### config.mk
export PLATFORM = sky130hd
export DESIGN_NAME = mem_port_arbiter
export DESIGN_NICKNAME = d
export VERILOG_FILES = /design/src/rtl/mem_port_arbiter.sv
export SDC_FILE = /design/constraint.sdc
export NUM_CORES = 1
export LEC_CHECK = 0
export ABC_AREA = 1
export CAP_MARGIN = 20
export CORE_MARGIN = 5
export CORE_UTILIZATION = 28
export CTS_BUF_LIST = sky130_fd_sc_hd__clkbuf_8 sky130_fd_sc_hd__clkbuf_16
export DETAILED_ROUTE_END_ITERATION = 16
export PLACE_DENSITY_LB_ADDON = 0.1
export SLEW_MARGIN = 20
export SYNTH_ARGS = -nofsm -noshare
export SYNTH_HDL_FRONTEND = slang
export SYNTH_SLANG_ARGS = --single-unit
### constraint.sdc
create_clock -name clk -period 2.1 [get_ports clk]
set_input_delay 0.42 -clock clk [delete_from_list [all_inputs] [get_ports clk]]
set_output_delay 0.42 -clock clk [all_outputs]
set_load 0.02 [all_outputs]
### src/rtl/mem_port_arbiter.sv
// mem_port_arbiter: shares one single-ported memory between the fetch port
// and the load/store port, with one transaction outstanding at a time.
// Data requests have priority. A streak counter forces a fetch grant after
// MAX_STREAK back-to-back data grants taken while a fetch was waiting.
// A response timeout turns a hung memory into an error response.
//
// Ports:
//   clk, reset            clock; synchronous active-high reset
//   if_req/if_addr        fetch request in; if_gnt (comb), if_rvalid/if_rdata out
//   d_req/d_addr/d_we/d_be/d_wdata  data request in; d_gnt (comb), d_rvalid/d_rdata out
//   mem_req/mem_addr/mem_we/mem_be/mem_wdata  latched request to memory
//   mem_gnt/mem_rvalid/mem_rdata              memory handshake and response
//   err                   one-cycle pulse when a response times out
module mem_port_arbiter #(
    parameter int unsigned ADDR_WIDTH = 32,
    parameter int unsigned DATA_WIDTH = 32,
    parameter int unsigned MAX_STREAK = 4,
    parameter int unsigned TIMEOUT    = 64
) (
    input  logic                  clk,
    input  logic                  reset,
    input  logic                  if_req,
    input  logic [ADDR_WIDTH-1:0] if_addr,
    output logic                  if_gnt,
    output logic                  if_rvalid,
    output logic [DATA_WIDTH-1:0] if_rdata,
    input  logic                  d_req,
    input  logic [ADDR_WIDTH-1:0] d_addr,
    input  logic                  d_we,
    input  logic [3:0]            d_be,
    input  logic [DATA_WIDTH-1:0] d_wdata,
    output logic                  d_gnt,
    output logic                  d_rvalid,
    output logic [DATA_WIDTH-1:0] d_rdata,
    output logic                  mem_req,
    output logic [ADDR_WIDTH-1:0] mem_addr,
    output logic                  mem_we,
    output logic [3:0]            mem_be,
    output logic [DATA_WIDTH-1:0] mem_wdata,
    input  logic                  mem_gnt,
    input  logic                  mem_rvalid,
    input  logic [DATA_WIDTH-1:0] mem_rdata,
    output logic                  err
);

    localparam int unsigned STREAK_W = $clog2(MAX_STREAK + 1);
    localparam int unsigned TMO_W    = $clog2(TIMEOUT + 1);

    typedef enum logic [1:0] {
        S_IDLE  = 2'd0,
        S_ISSUE = 2'd1,
        S_WAIT  = 2'd2
    } state_t;

    typedef enum logic {
        OWN_IF = 1'b0,
        OWN_D  = 1'b1
    } owner_t;

    state_t                r_state;
    state_t                w_state_nxt;
    owner_t                r_owner;
    logic [STREAK_W-1:0]   r_streak;
    logic [STREAK_W-1:0]   w_streak_nxt;
    logic [TMO_W-1:0]      r_tmo;
    logic [TMO_W-1:0]      w_tmo_nxt;

    logic [ADDR_WIDTH-1:0] r_mem_addr;
    logic                  r_mem_we;
    logic [3:0]            r_mem_be;
    logic [DATA_WIDTH-1:0] r_mem_wdata;

    logic                  r_if_rvalid;
    logic                  r_d_rvalid;
    logic [DATA_WIDTH-1:0] r_if_rdata;
    logic [DATA_WIDTH-1:0] r_d_rdata;
    logic                  r_err;

    logic                  w_if_gnt;
    logic                  w_d_gnt;
    logic                  w_if_rvalid_nxt;
    logic                  w_d_rvalid_nxt;
    logic [DATA_WIDTH-1:0] w_if_rdata_nxt;
    logic [DATA_WIDTH-1:0] w_d_rdata_nxt;
    logic                  w_err_nxt;
    logic                  w_rsp;
    logic [DATA_WIDTH-1:0] w_rsp_data;

    // Next state, arbitration and response generation
    always_comb begin
        w_state_nxt     = r_state;
        w_streak_nxt    = r_streak;
        w_tmo_nxt       = r_tmo;
        w_if_gnt        = 1'b0;
        w_d_gnt         = 1'b0;
        w_rsp           = 1'b0;
        w_rsp_data      = '0;
        w_err_nxt       = 1'b0;
        w_if_rvalid_nxt = 1'b0;
        w_d_rvalid_nxt  = 1'b0;
        w_if_rdata_nxt  = '0;
        w_d_rdata_nxt   = '0;

        case (r_state)
            S_IDLE: begin
                // Fetch wins alone, or when the data streak has hit its limit
                if (if_req && (!d_req || r_streak == STREAK_W'(MAX_STREAK))) begin
                    w_if_gnt     = 1'b1;
                    w_streak_nxt = '0;
                    w_state_nxt  = S_ISSUE;
                end else if (d_req) begin
                    w_d_gnt = 1'b1;
                    if (!if_req) begin
                        w_streak_nxt = '0;
                    end else if (r_streak != STREAK_W'(MAX_STREAK)) begin
                        w_streak_nxt = r_streak + STREAK_W'(1);
                    end
                    w_state_nxt = S_ISSUE;
                end
            end
            S_ISSUE: begin
                if (mem_gnt) begin
                    w_tmo_nxt   = '0;
                    w_state_nxt = S_WAIT;
                end
            end
            S_WAIT: begin
                // A real response takes precedence over a same-cycle timeout
                if (mem_rvalid) begin
                    w_rsp       = 1'b1;
                    w_rsp_data  = r_mem_we ? '0 : mem_rdata;
                    w_state_nxt = S_IDLE;
                end else if (r_tmo == TMO_W'(TIMEOUT)) begin
                    w_rsp       = 1'b1;
                    w_err_nxt   = 1'b1;
                    w_state_nxt = S_IDLE;
                end else begin
                    w_tmo_nxt = r_tmo + TMO_W'(1);
                end
            end
            default: begin
                w_state_nxt = S_IDLE;
            end
        endcase

        // Route the response to whichever port owns the transaction
        if (w_rsp) begin
            if (r_owner == OWN_D) begin
                w_d_rvalid_nxt = 1'b1;
                w_d_rdata_nxt  = w_rsp_data;
            end else begin
                w_if_rvalid_nxt = 1'b1;
                w_if_rdata_nxt  = w_rsp_data;
            end
        end
    end

    // State, counters, latched request and registered responses
    always_ff @(posedge clk) begin
        if (reset) begin
            r_state     <= S_IDLE;
            r_owner     <= OWN_IF;
            r_streak    <= '0;
            r_tmo       <= '0;
            r_mem_addr  <= '0;
            r_mem_we    <= 1'b0;
            r_mem_be    <= '0;
            r_mem_wdata <= '0;
            r_if_rvalid <= 1'b0;
            r_d_rvalid  <= 1'b0;
            r_if_rdata  <= '0;
            r_d_rdata   <= '0;
            r_err       <= 1'b0;
        end else begin
            r_state     <= w_state_nxt;
            r_streak    <= w_streak_nxt;
            r_tmo       <= w_tmo_nxt;
            r_if_rvalid <= w_if_rvalid_nxt;
            r_d_rvalid  <= w_d_rvalid_nxt;
            r_if_rdata  <= w_if_rdata_nxt;
            r_d_rdata   <= w_d_rdata_nxt;
            r_err       <= w_err_nxt;
            if (w_if_gnt) begin
                r_owner     <= OWN_IF;
                r_mem_addr  <= if_addr;
                r_mem_we    <= 1'b0;
                r_mem_be    <= 4'hF;
                r_mem_wdata <= '0;
            end else if (w_d_gnt) begin
                r_owner     <= OWN_D;
                r_mem_addr  <= d_addr;
                r_mem_we    <= d_we;
                r_mem_be    <= d_be;
                r_mem_wdata <= d_wdata;
            end
        end
    end

    assign if_gnt    = w_if_gnt;
    assign d_gnt     = w_d_gnt;
    assign if_rvalid = r_if_rvalid;
    assign if_rdata  = r_if_rdata;
    assign d_rvalid  = r_d_rvalid;
    assign d_rdata   = r_d_rdata;
    assign mem_req   = (r_state == S_ISSUE);
    assign mem_addr  = r_mem_addr;
    assign mem_we    = r_mem_we;
    assign mem_be    = r_mem_be;
    assign mem_wdata = r_mem_wdata;
    assign err       = r_err;

endmodule

==> results.md, run 1 <==
* Net switching fraction of the power at 0.261
* Commonest cells after routing, fill and taps aside: clkdlybuf4s50_1, dfxtp_1, nand2_1, a21oi_1, nor3_1
* Pin count of the biggest net entering global routing at 65
* Final ANT Viol Nets at 0
* Power density relative to cell area at 821 nW/um2
* Total Routing Usage GR at 0.151
* Wire length of the first global-routing pass at 26.8 mm
* Combinational group share of total power at 0.162
* Boundary Pins at 278
* Number of library cell types mapped by synthesis at 24
* Switch Pwr at 1.93 mW
* Final hold vios at 0
* Post-detailed-routing wire length at 17.0 mm
* Area enclosed by the die boundary at 21,900 um2
* Number of antenna repair diodes at 0
* Count of fill cells added during filler insertion at 1,843
* Category of the critical setup timing path: flip-flop to primary output
* Mean cell area of the mapped netlist at 8.25 um2
* Congestion Overflow GR at 0
* Arrival time at the worst endpoint at 1.56 ns
* Post-DR vias/cell at 4.42
* Largest voltage drop on the vdd net at 0.540 mV
* Via count of the first global-routing pass at 5,046
* Die X at 148 um
* TritonCTS sink count at 149
* Max clock buf depth at 2
* Leading cell type in the layout, fill and taps excluded: clkdlybuf4s50_1
* Final setup skew at 0.0128 ns
* Post-synth net total at 789
* Number of antenna violations at the first check in global routing at 0
* Area of the multi-input gates at 1910 um2
* Initial Utilization at 0.285
* Max-capacitance violation count at 0
* Post-synthesis cell area at 5330 um2
* FF+latch count, synth at 149
* Cell at the root of the clock tree: clkbuf_16
* Synthesis Warnings at 0
* GP Congestion at 0.769
* Clock Power Share at 0.429
* Sequential share of the synthesized area at 0.560
* Number of buffers created by CTS at 17
* Upper clock frequency limit at 505 MHz
* Die span in y at 148 um
* Hold Crit Class: flip-flop to flip-flop
* Clock-pin slew of the registers on the worst-case setup and hold paths at 0.06 ns
* Internal power contribution at 5.46 mW
* Fraction of final layout cells with drive strength greater than 1 at 0.0823
* Worst-case setup margin in the final layout at 0.121 ns
* Htree depth at 4
* Core Footprint at 18,700 um2
* Setup violations, final at 0
* Worst slew margin at 0.620
* Final net count at 1,066
* Final routed DRC violation total at 0
* Vias post-DR at 5,177
* Relative contribution of sequential cells to total power at 0.409
* Gate Count Post-Synth at 646
* Share of the clock period used by the worst path after layout at 0.942
* Clock tree from TritonCTS: done
* PortBufs at 277
* Actual slew at the worst max-slew pin at 0.569 ns
* Crit. End Element: primary output
* Final count of pins violating max slew at 0
* Clk Latency, worst-skew pair at 0.41 ns
* Number of placement rows at 50
* First DRT Iteration DRCs at 181
* Routed wire per std cell at 14.5 um
* Leakage at 3.48 nW
* Post-CTS Hold Buffers at 0
* Shortest period the worst path allows at 1.98 ns
* P&R area growth vs syn at 69.0%
* Total Power at 7.39 mW
* CP startpoint kind: flip-flop
* Required arrival time at the worst endpoint at 1.68 ns
* First drt pass iteration count at 5
* Maximum fanout along the worst path at 3
* Area used by sequential logic in the layout at 2980 um2
* DP Worst Slack at -0.217 ns
* Status: completed
* Post-detail-place hpwl at 11.8 mm
per-layer routing:
metal | up-vias | routed length, um | track usage
li1 | 2658 | - | -
met1 | 2331 | 7460 | 0.187
met2 | 172 | 7860 | 0.242
met3 | 16 | 1500 | 0.0607
met4 | 0 | 200 | 0.0462
met5 | - | 0 | 0
cell families after synthesis:
| family | after synthesis | share of synthesized area |
|---|---|---|
| simple gates | 249 | 0.213 |
| flops | 149 | 0.560 |
| compound gates | 142 | 0.134 |
| buf+inv | 101 | 0.0824 |
| fa+ha+maj | 4 | 0.00939 |
| xor+xnor | 1 | 0.00164 |
state kept, by name, summed over array words and instances, names as in the netlist:
| name | flops |
|---|---|
| mem_wdata | 32 |
| mem_be | 4 |
| r_tmo | 7 |
| mem_addr | 32 |
| d_rvalid | 1 |
| r_streak | 3 |
| r_state | 2 |
| mem_we | 1 |
| err | 1 |
| if_rdata | 32 |
| r_owner | 1 |
| if_rvalid | 1 |
| d_rdata | 32 |
cell usage after synthesis:
master	count	area (um2)
ha_1	4	50.1
o21ai_0	38	190
nor2_4	4	45.0
nand2_2	5	31.3
clkbuf_2	4	20.0
inv_2	3	11.3
buf_6	3	33.8
nor3_2	6	60.1
xor2_1	1	8.76
clkbuf_1	7	26.3
nand2_1	138	518
nand4_1	7	43.8
nor3_1	62	310
nor2_2	1	6.26
nand3_1	9	45.0
nand3_2	2	20.0
inv_1	58	218
dfxtp_1	149	2980
buf_2	25	125
nor2_1	15	56.3
clkinv_2	1	5.00
a31oi_1	1	6.26
a21oi_1	102	510
o21ai_1	1	5.00
worst max-delay path, cell delays in order (launching register included):
cell,delay (ns)
dfxtp_1,0.35
inv_2,0.05
ha_1,0.19
nand2_1,0.10
nand2_2,0.07
nand2_2,0.09
buf_4,0.13
nor2_4,0.03
buf_4,0.15
worst paths after layout:
path	cells past startpoint	slack, ns	from	to
worst max-delay path	8	0.12	r_streak[0]	if_gnt
worst min-delay path	2	0.46	mem_wdata[30]	mem_wdata[30]
worst max register to register	12	0.20	r_streak[0]	mem_wdata[1]
worst min register to register	2	0.46	mem_wdata[30]	mem_wdata[30]
area by class of cell:
type,count,share of cell area
clock buffer,18,0.0488
tap,234,0.0325
clock inverter,14,0.0195
timing repair buffer,297,0.329
sequential,149,0.331
multi-input combinational,396,0.212
inverter,62,0.0260
power groups by stage:
stage	Sequential, mW	Combinational, mW	Clock (mW)
floorplan	3.24	0.398	0
global placement	3.08	1.21	0
detailed placement	3.09	1.21	0
CTS	3.03	1.21	3.27
global route	3.04	1.29	3.39
finish	3.02	1.20	3.17
per-stage QoR:
step / instance area (um2) / util / std cells / hold slack (ns) / setup TNS [ns]
after floorplan: 5330 / - / 646 / 0.461 / 0
after global placement: 8390 / 0.449 / 1138 / 0.451 / -3.53
after detailed placement: 8390 / 0.449 / 1138 / 0.455 / -4.24
after CTS: 9000 / 0.481 / 1170 / 0.466 / 0
after global routing: 9000 / 0.481 / 1170 / 0.483 / -0.00380
final: 9000 / 0.481 / 1170 / 0.464 / 0
timing repair:
item | 4_1_cts | 5_1_grt
setup endpoints to repair | 3 | 34
buffers inserted | 0 | 0
gates resized for setup | 9 | 4
No activity file was read; power rests on OpenSTA's default activity.
==> run 2: changes to the inputs <==
- GPL_TIMING_DRIVEN: not set -> 0
- MAX_ROUTING_LAYER: not set -> met4
==> results.md, run 2 (synthesized netlist as in run 1, its figures left out) <==
* Initial Utilization at 0.285 (unchanged)
* Cells along the critical path: inv_2 > ha_1 > nand2_1 > nand2_2 > nand2_4 > nor2_4 > buf_6 > buf_4
* Final ANT Viol Nets at 0 (unchanged)
* Share of the clock period used by the worst path after layout at 0.950 (+0.00820)
* Clock Power Share at 0.402 (-0.027)
* Core Footprint at 18,700 um2 (unchanged)
* Fraction of final layout cells with drive strength greater than 1 at 0.103 (+0.0204)
* Number of placement rows at 50 (unchanged)
* Crit. End Element: primary output
* Clk Latency, worst-skew pair at 0.41 ns (about the same)
* Required arrival time at the worst endpoint at 1.68 ns (about the same)
* Clock-pin slew of the registers on the worst-case setup and hold paths at 0.07 ns (about the same)
* Area used by sequential logic in the layout at 2980 um2 (unchanged)
* Cell at the slowest stage of the critical path: dfxtp_1
* Leading cell type in the layout, fill and taps excluded: clkdlybuf4s50_1
* Largest voltage drop on the vdd net at 0.536 mV (-0.64%)
* Congestion Overflow GR at 0 (unchanged)
* Relative contribution of sequential cells to total power at 0.425 (+0.016)
* Hold Crit Class: primary input to flip-flop
* Vias post-DR at 5,241 (+1.2%)
* Internal power contribution at 5.11 mW (-6.5%)
* Final hold vios at 0 (unchanged)
* Category of the critical setup timing path: flip-flop to primary output
* First DRT Iteration DRCs at 211 (+17%)
* Clock tree from TritonCTS: done
* Max clock buf depth at 2 (unchanged)
* P&R area growth vs syn at 69.6%
* Worst slew margin at 0.659 (+0.0389)
* Non-Filler Cell Area, Final at 9040 um2 (+0.39%)
* Max-capacitance violation count at 0 (unchanged)
* TritonCTS sink count at 149 (unchanged)
* Setup violations, final at 0 (unchanged)
* Maximum fanout along the worst path at 4 (+1)
* Area of the multi-input gates at 1930 um2 (+0.79%)
* Die span in y at 148 um (unchanged)
* Wire length of the first global-routing pass at 27.9 mm (+4.0%)
* Total Routing Usage GR at 0.163 (+0.0116)
* Cell at the root of the clock tree: clkbuf_16
* Instance area after placement at 8380 um2 (-0.10%)
* Number of antenna repair diodes at 0 (unchanged)
* Upper clock frequency limit at 501 MHz (-0.86%)
* Post-detailed-routing wire length at 17.5 mm (+2.9%)
* Actual slew at the worst max-slew pin at 0.512 ns (-0.0575 ns)
* Setup repair after global routing missed its margin: no
* Final cell utilization of the core at 0.483 (+0.00187)
* Count of fill cells added during filler insertion at 1,849 (+0.33%)
* Area enclosed by the die boundary at 21,900 um2 (unchanged)
* Htree depth at 4 (unchanged)
* Die X at 148 um (unchanged)
* Post-detail-place hpwl at 12.9 mm (+9.6%)
* Final net count at 1,094 (+2.6%)
* Final count of pins violating max slew at 0 (unchanged)
* Via count of the first global-routing pass at 5,363 (+6.3%)
* Routed wire per std cell at 14.6 um (+0.47%)
* Power density relative to cell area at 788 nW/um2 (-4.0%)
* Switch Pwr at 2.02 mW (+4.5%)
* Max incr delay on CP at 0.35 ns (about the same)
* CP startpoint kind: flip-flop
* Boundary Pins at 278 (unchanged)
* Pin count of the biggest net entering global routing at 18 (-72%)
* GP Congestion at 0.814 (+5.9%)
* Final routed DRC violation total at 0 (unchanged)
* Combinational group share of total power at 0.173 (+0.011)
* Arrival time at the worst endpoint at 1.58 ns (+0.02 ns)
* Number of buffers created by CTS at 17 (unchanged)
* Commonest cells after routing, fill and taps aside: clkdlybuf4s50_1, dfxtp_1, nand2_1, a21oi_1, nor3_1
* Shortest period the worst path allows at 2.00 ns (+0.0172 ns)
* Net switching fraction of the power at 0.283 (+0.0220)
* Final setup skew at 0.00982 ns (-0.00296 ns)
* PortBufs at 276 (-0.36%)
* First drt pass iteration count at 4 (-1)
* Status: completed
* Post-DR vias/cell at 4.37 (-1.1%)
* Number of antenna violations at the first check in global routing at 0 (unchanged)
* Post-CTS Hold Buffers at 0 (unchanged)
* Leakage at 3.49 nW (+0.38%)
==> run 2: cell count changes in the layout (fill, tap and decap cells not counted), moves of 2 or more <==
cell	before	now
buf_2	0	24
clkbuf_2	0	4
inv_8	0	2
buf_4	18	12
buf_6	0	4
bufinv_16	3	0
nand2_2	6	4
clkinv_4	4	0
inv_6	4	6
buf_12	4	0
clkbuf_1	0	7
clkinvlp_4	1	5
==> run 2: layer usage <==
metal / part of all wire / track usage / up-vias
met5: 0 / - / -
met4: 0.017 / 0.0508 / 0
met3: 0.075 / 0.0521 / 18
met2: 0.46 / 0.252 / 184
met1: 0.45 / 0.203 / 2323
li1: - / - / 2716
==> run 2: worst max-delay path, delay by kind of cell (launching register included) <==
family                     cells  cell delay (ns)
adders and majority gates      1             0.19
buffers and inverters          3             0.30
DFF                            1             0.35
and+or+nand+nor                4             0.32
==> run 2: path summary, 6_finish.rpt <==
| path | to | depth (start not counted) | slack (ns) | from |
|---|---|---|---|---|
| min | r_state[0] | 2 | 0.32 | reset |
| max | if_gnt | 8 | 0.10 | r_streak[0] |
| min reg2reg | mem_wdata[20] | 2 | 0.46 | mem_wdata[20] |
| max reg2reg | mem_addr[13] | 10 | 0.26 | r_streak[0] |
==> run 2: cell type report <==
type                       count  area share
buffer                        38      0.0221
clock buffer                  17      0.0471
clock inverter                15      0.0134
inverter                      62      0.0271
multi-input combinational    396       0.213
sequential                   149       0.330
tap                          234      0.0324
timing repair buffer         287       0.315
==> run 2: through the flow <==
step                      setup TNS, ns  power [mW]  setup WS [ns]  instances  hold WS, ns
after floorplan                       0        3.64          0.505        646        0.461
after global placement            -1.42        4.30         -0.688       1156        0.452
after detailed placement          -1.80        4.30         -0.711       1156        0.455
after CTS                             0        7.22         0.0172       1191        0.302
after global routing                  0        7.48        0.00190       1198        0.329
final                                 0        7.12          0.104       1198        0.323
==> run 2: power groups by stage <==
stage / logic (mW) / clock network, mW / registers (mW)
after floorplan: 0.398 / 0 / 3.24
after global placement: 1.22 / 0 / 3.08
after detailed placement: 1.21 / 0 / 3.09
after CTS: 1.23 / 2.96 / 3.03
after global routing: 1.34 / 3.09 / 3.04
final: 1.23 / 2.87 / 3.03
==> run 2: repair_timing <==
item	4_1_cts	5_1_grt
resized for setup	19	2
pin swaps	2	1
endpoints found under the setup margin	3	2
setup buffers	4	7
==> run 3: changes to the inputs <==
- CTS_CLUSTER_SIZE: not set -> 40
- PLACE_DENSITY: not set -> 0.71
- PLACE_DENSITY_LB_ADDON: 0.1 -> not set
==> results.md, run 3 (synthesized netlist as in run 1, its figures left out) <==
* Maximum fanout along the worst path at 7 (+3)
* Fraction of final layout cells with drive strength greater than 1 at 0.102 (-0.000614)
* First DRT Iteration DRCs at 236 (+12%)
* Met2 track utilization from global routing at 0.267 (+0.0151)
* Upper clock frequency limit at 504 MHz (+0.59%)
* Final setup skew at 0.0115 ns (+0.00170 ns)
* Clock tree from TritonCTS: done
* Final routed DRC violation total at 0 (unchanged)
* Category of the critical setup timing path: flip-flop to primary output
* Instance area after placement at 8380 um2 (unchanged)
* Final cell utilization of the core at 0.485 (+0.00161)
* Shortest period the worst path allows at 1.98 ns (-0.0116 ns)
* P&R area growth vs syn at 70.2%
* Clk Latency, worst-skew pair at 0.42 ns (about the same)
* Required arrival time at the worst endpoint at 1.68 ns (about the same)
* Leading cell type in the layout, fill and taps excluded: clkdlybuf4s50_1
* Number of placement rows at 50 (unchanged)
* Total Routing Usage GR at 0.162 (about the same)
* Vias post-DR at 5,336 (+1.8%)
* Number of antenna repair diodes at 0 (unchanged)
* Commonest cells after routing, fill and taps aside: clkdlybuf4s50_1, dfxtp_1, nand2_1, a21oi_1, nor3_1
* PortBufs at 276 (unchanged)
* Core Footprint at 18,700 um2 (unchanged)
* First drt pass iteration count at 4 (unchanged)
* Post-CTS Hold Buffers at 0 (unchanged)
* Arrival time at the worst endpoint at 1.56 ns (-0.02 ns)
* Max incr delay on CP at 0.34 ns (about the same)
* Final hold vios at 0 (unchanged)
* Die X at 148 um (unchanged)
* Final count of pins violating max slew at 0 (unchanged)
* Cell at the root of the clock tree: clkbuf_16
* Setup repair after global routing missed its margin: no
* Actual slew at the worst max-slew pin at 0.496 ns (-0.0155 ns)
* Most Crowded Layer GR: met2
* Largest voltage drop on the vdd net at 0.497 mV (-7.3%)
* Routed wire per std cell at 14.8 um (+1.4%)
* Final net count at 1,090 (-0.37%)
* Max clock buf depth at 2 (unchanged)
* Count of placed standard cells in the final layout, fillers left out at 1,194 (-0.33%)
* Setup_tns at 0 ns (unchanged)
* Hold Crit Class: primary input to flip-flop
* Post-DR vias/cell at 4.47 (+2.2%)
* Initial Utilization at 0.285 (unchanged)
* Status: completed
* Via count of the first global-routing pass at 5,213 (-2.8%)
* Post-detail-place hpwl at 13.5 mm (+4.4%)
* Share of the clock period used by the worst path after layout at 0.945 (-0.00553)
* Global-route track usage on met3 at 0.0650 (+0.0129)
* Worst slew margin at 0.669 (+0.0104)
* Htree depth at 4 (unchanged)
* CP startpoint kind: flip-flop
* Power density relative to cell area at 804 nW/um2 (+2.0%)
* Cell at the slowest stage of the critical path: dfxtp_2
* Congestion Overflow GR at 0 (unchanged)
* Post-detailed-routing wire length at 17.7 mm (+1.1%)
* Die span in y at 148 um (unchanged)
* Boundary Pins at 278 (unchanged)
* Global Route met1 Usage at 0.181 (-0.0217)
* Number of antenna violations at the first check in global routing at 0 (unchanged)
* Final ANT Viol Nets at 0 (unchanged)
* Buffer and inverter count on the worst path at 3 (unchanged)
* Number of buffers created by CTS at 17 (unchanged)
* Crit. End Element: primary output
* Leakage at 3.50 nW (+0.29%)
* TritonCTS sink count at 149 (unchanged)
* Pin count of the biggest net entering global routing at 19 (+1)
* Area enclosed by the die boundary at 21,900 um2 (unchanged)
* Post-placement cell count at 1,156 (unchanged)
* Largest delay contributor family on the critical path: flip-flops
* Setup violations, final at 0 (unchanged)
* Wire length of the first global-routing pass at 27.3 mm (-2.1%)
* R2R setup slack at 0.33 ns (+0.07 ns)
* Clock-pin slew of the registers on the worst-case setup and hold paths at 0.07 ns (about the same)
* Cells along the critical path: inv_2 > ha_1 > nand2_1 > nand2_2 > nand2_4 > nor2_4 > buf_6 > buf_4
* Non-Filler Cell Area, Final at 9070 um2 (+0.33%)
* GP Congestion at 0.824 (+1.2%)
* Max-capacitance violation count at 0 (unchanged)
run 3: cell count changes in the layout (fill, tap and decap cells not counted), sizes merged:
cell | previous run | this run
buf | 40 | 36
clkinv | 2 | 7
clkinvlp | 5 | 2
inv | 70 | 68
run 3: repair_timing:
action,4_1_cts,5_1_grt
setup buffers,4,3
pin swaps,2,1
resized for setup,23,1
setup endpoints to repair,3,2
run 3: where the power goes:
group / switching, mW / total, mW / internal [mW]
Sequential: 0.0648 / 3.02 / 2.96
Clock: 1.43 / 3.04 / 1.61
Combinational: 0.627 / 1.23 / 0.599
Total: 2.12 / 7.29 / 5.17
run 3: worst reg2reg max path: stages (launching register included):
cell and delay, ns:
dfxtp_1 0.31, inv_1 0.15, ha_1 0.19, inv_1 0.04, nor2_1 0.10, nand3_1 0.13, nand2_1 0.13, nand3_2 0.15
buf_2 0.23, nor3_1 0.24
run 3: metal layers:
metal / wire length [um] / vias up
li1: - / 2707
met2: 8470 / 195
met1: 7450 / 2410
met3: 1470 / 24
met4: 308 / 0
met5: 0 / -
run 3: per-stage QoR:
step	hold slack, ns	worst slack (ns)	power, mW
floorplan	0.461	0.505	3.64
global placement	0.451	-0.669	4.29
detailed placement	0.455	-0.684	4.30
CTS	0.290	0.00622	7.40
global route	0.314	0.000185	7.63
finish	0.310	0.116	7.29
run 3: final timing paths:
kind / startpoint / end / depth (start not counted)
hold reg to reg: mem_wdata[16] / mem_wdata[16] / 2
setup reg to reg: r_tmo[0] / if_rdata[4] / 9
hold / removal: reset / r_streak[2] / 2
setup / recovery: r_streak[0] / if_gnt / 8
run 3: cell type report:
type                       count  area (um2)
buffer                        38         200
clock buffer                  17         425
clock inverter                15         179
fill                        1794        9640
inverter                      62         245
multi-input combinational    396        1930
sequential                   149        2990
tap                          234         293
timing repair buffer         283        2810
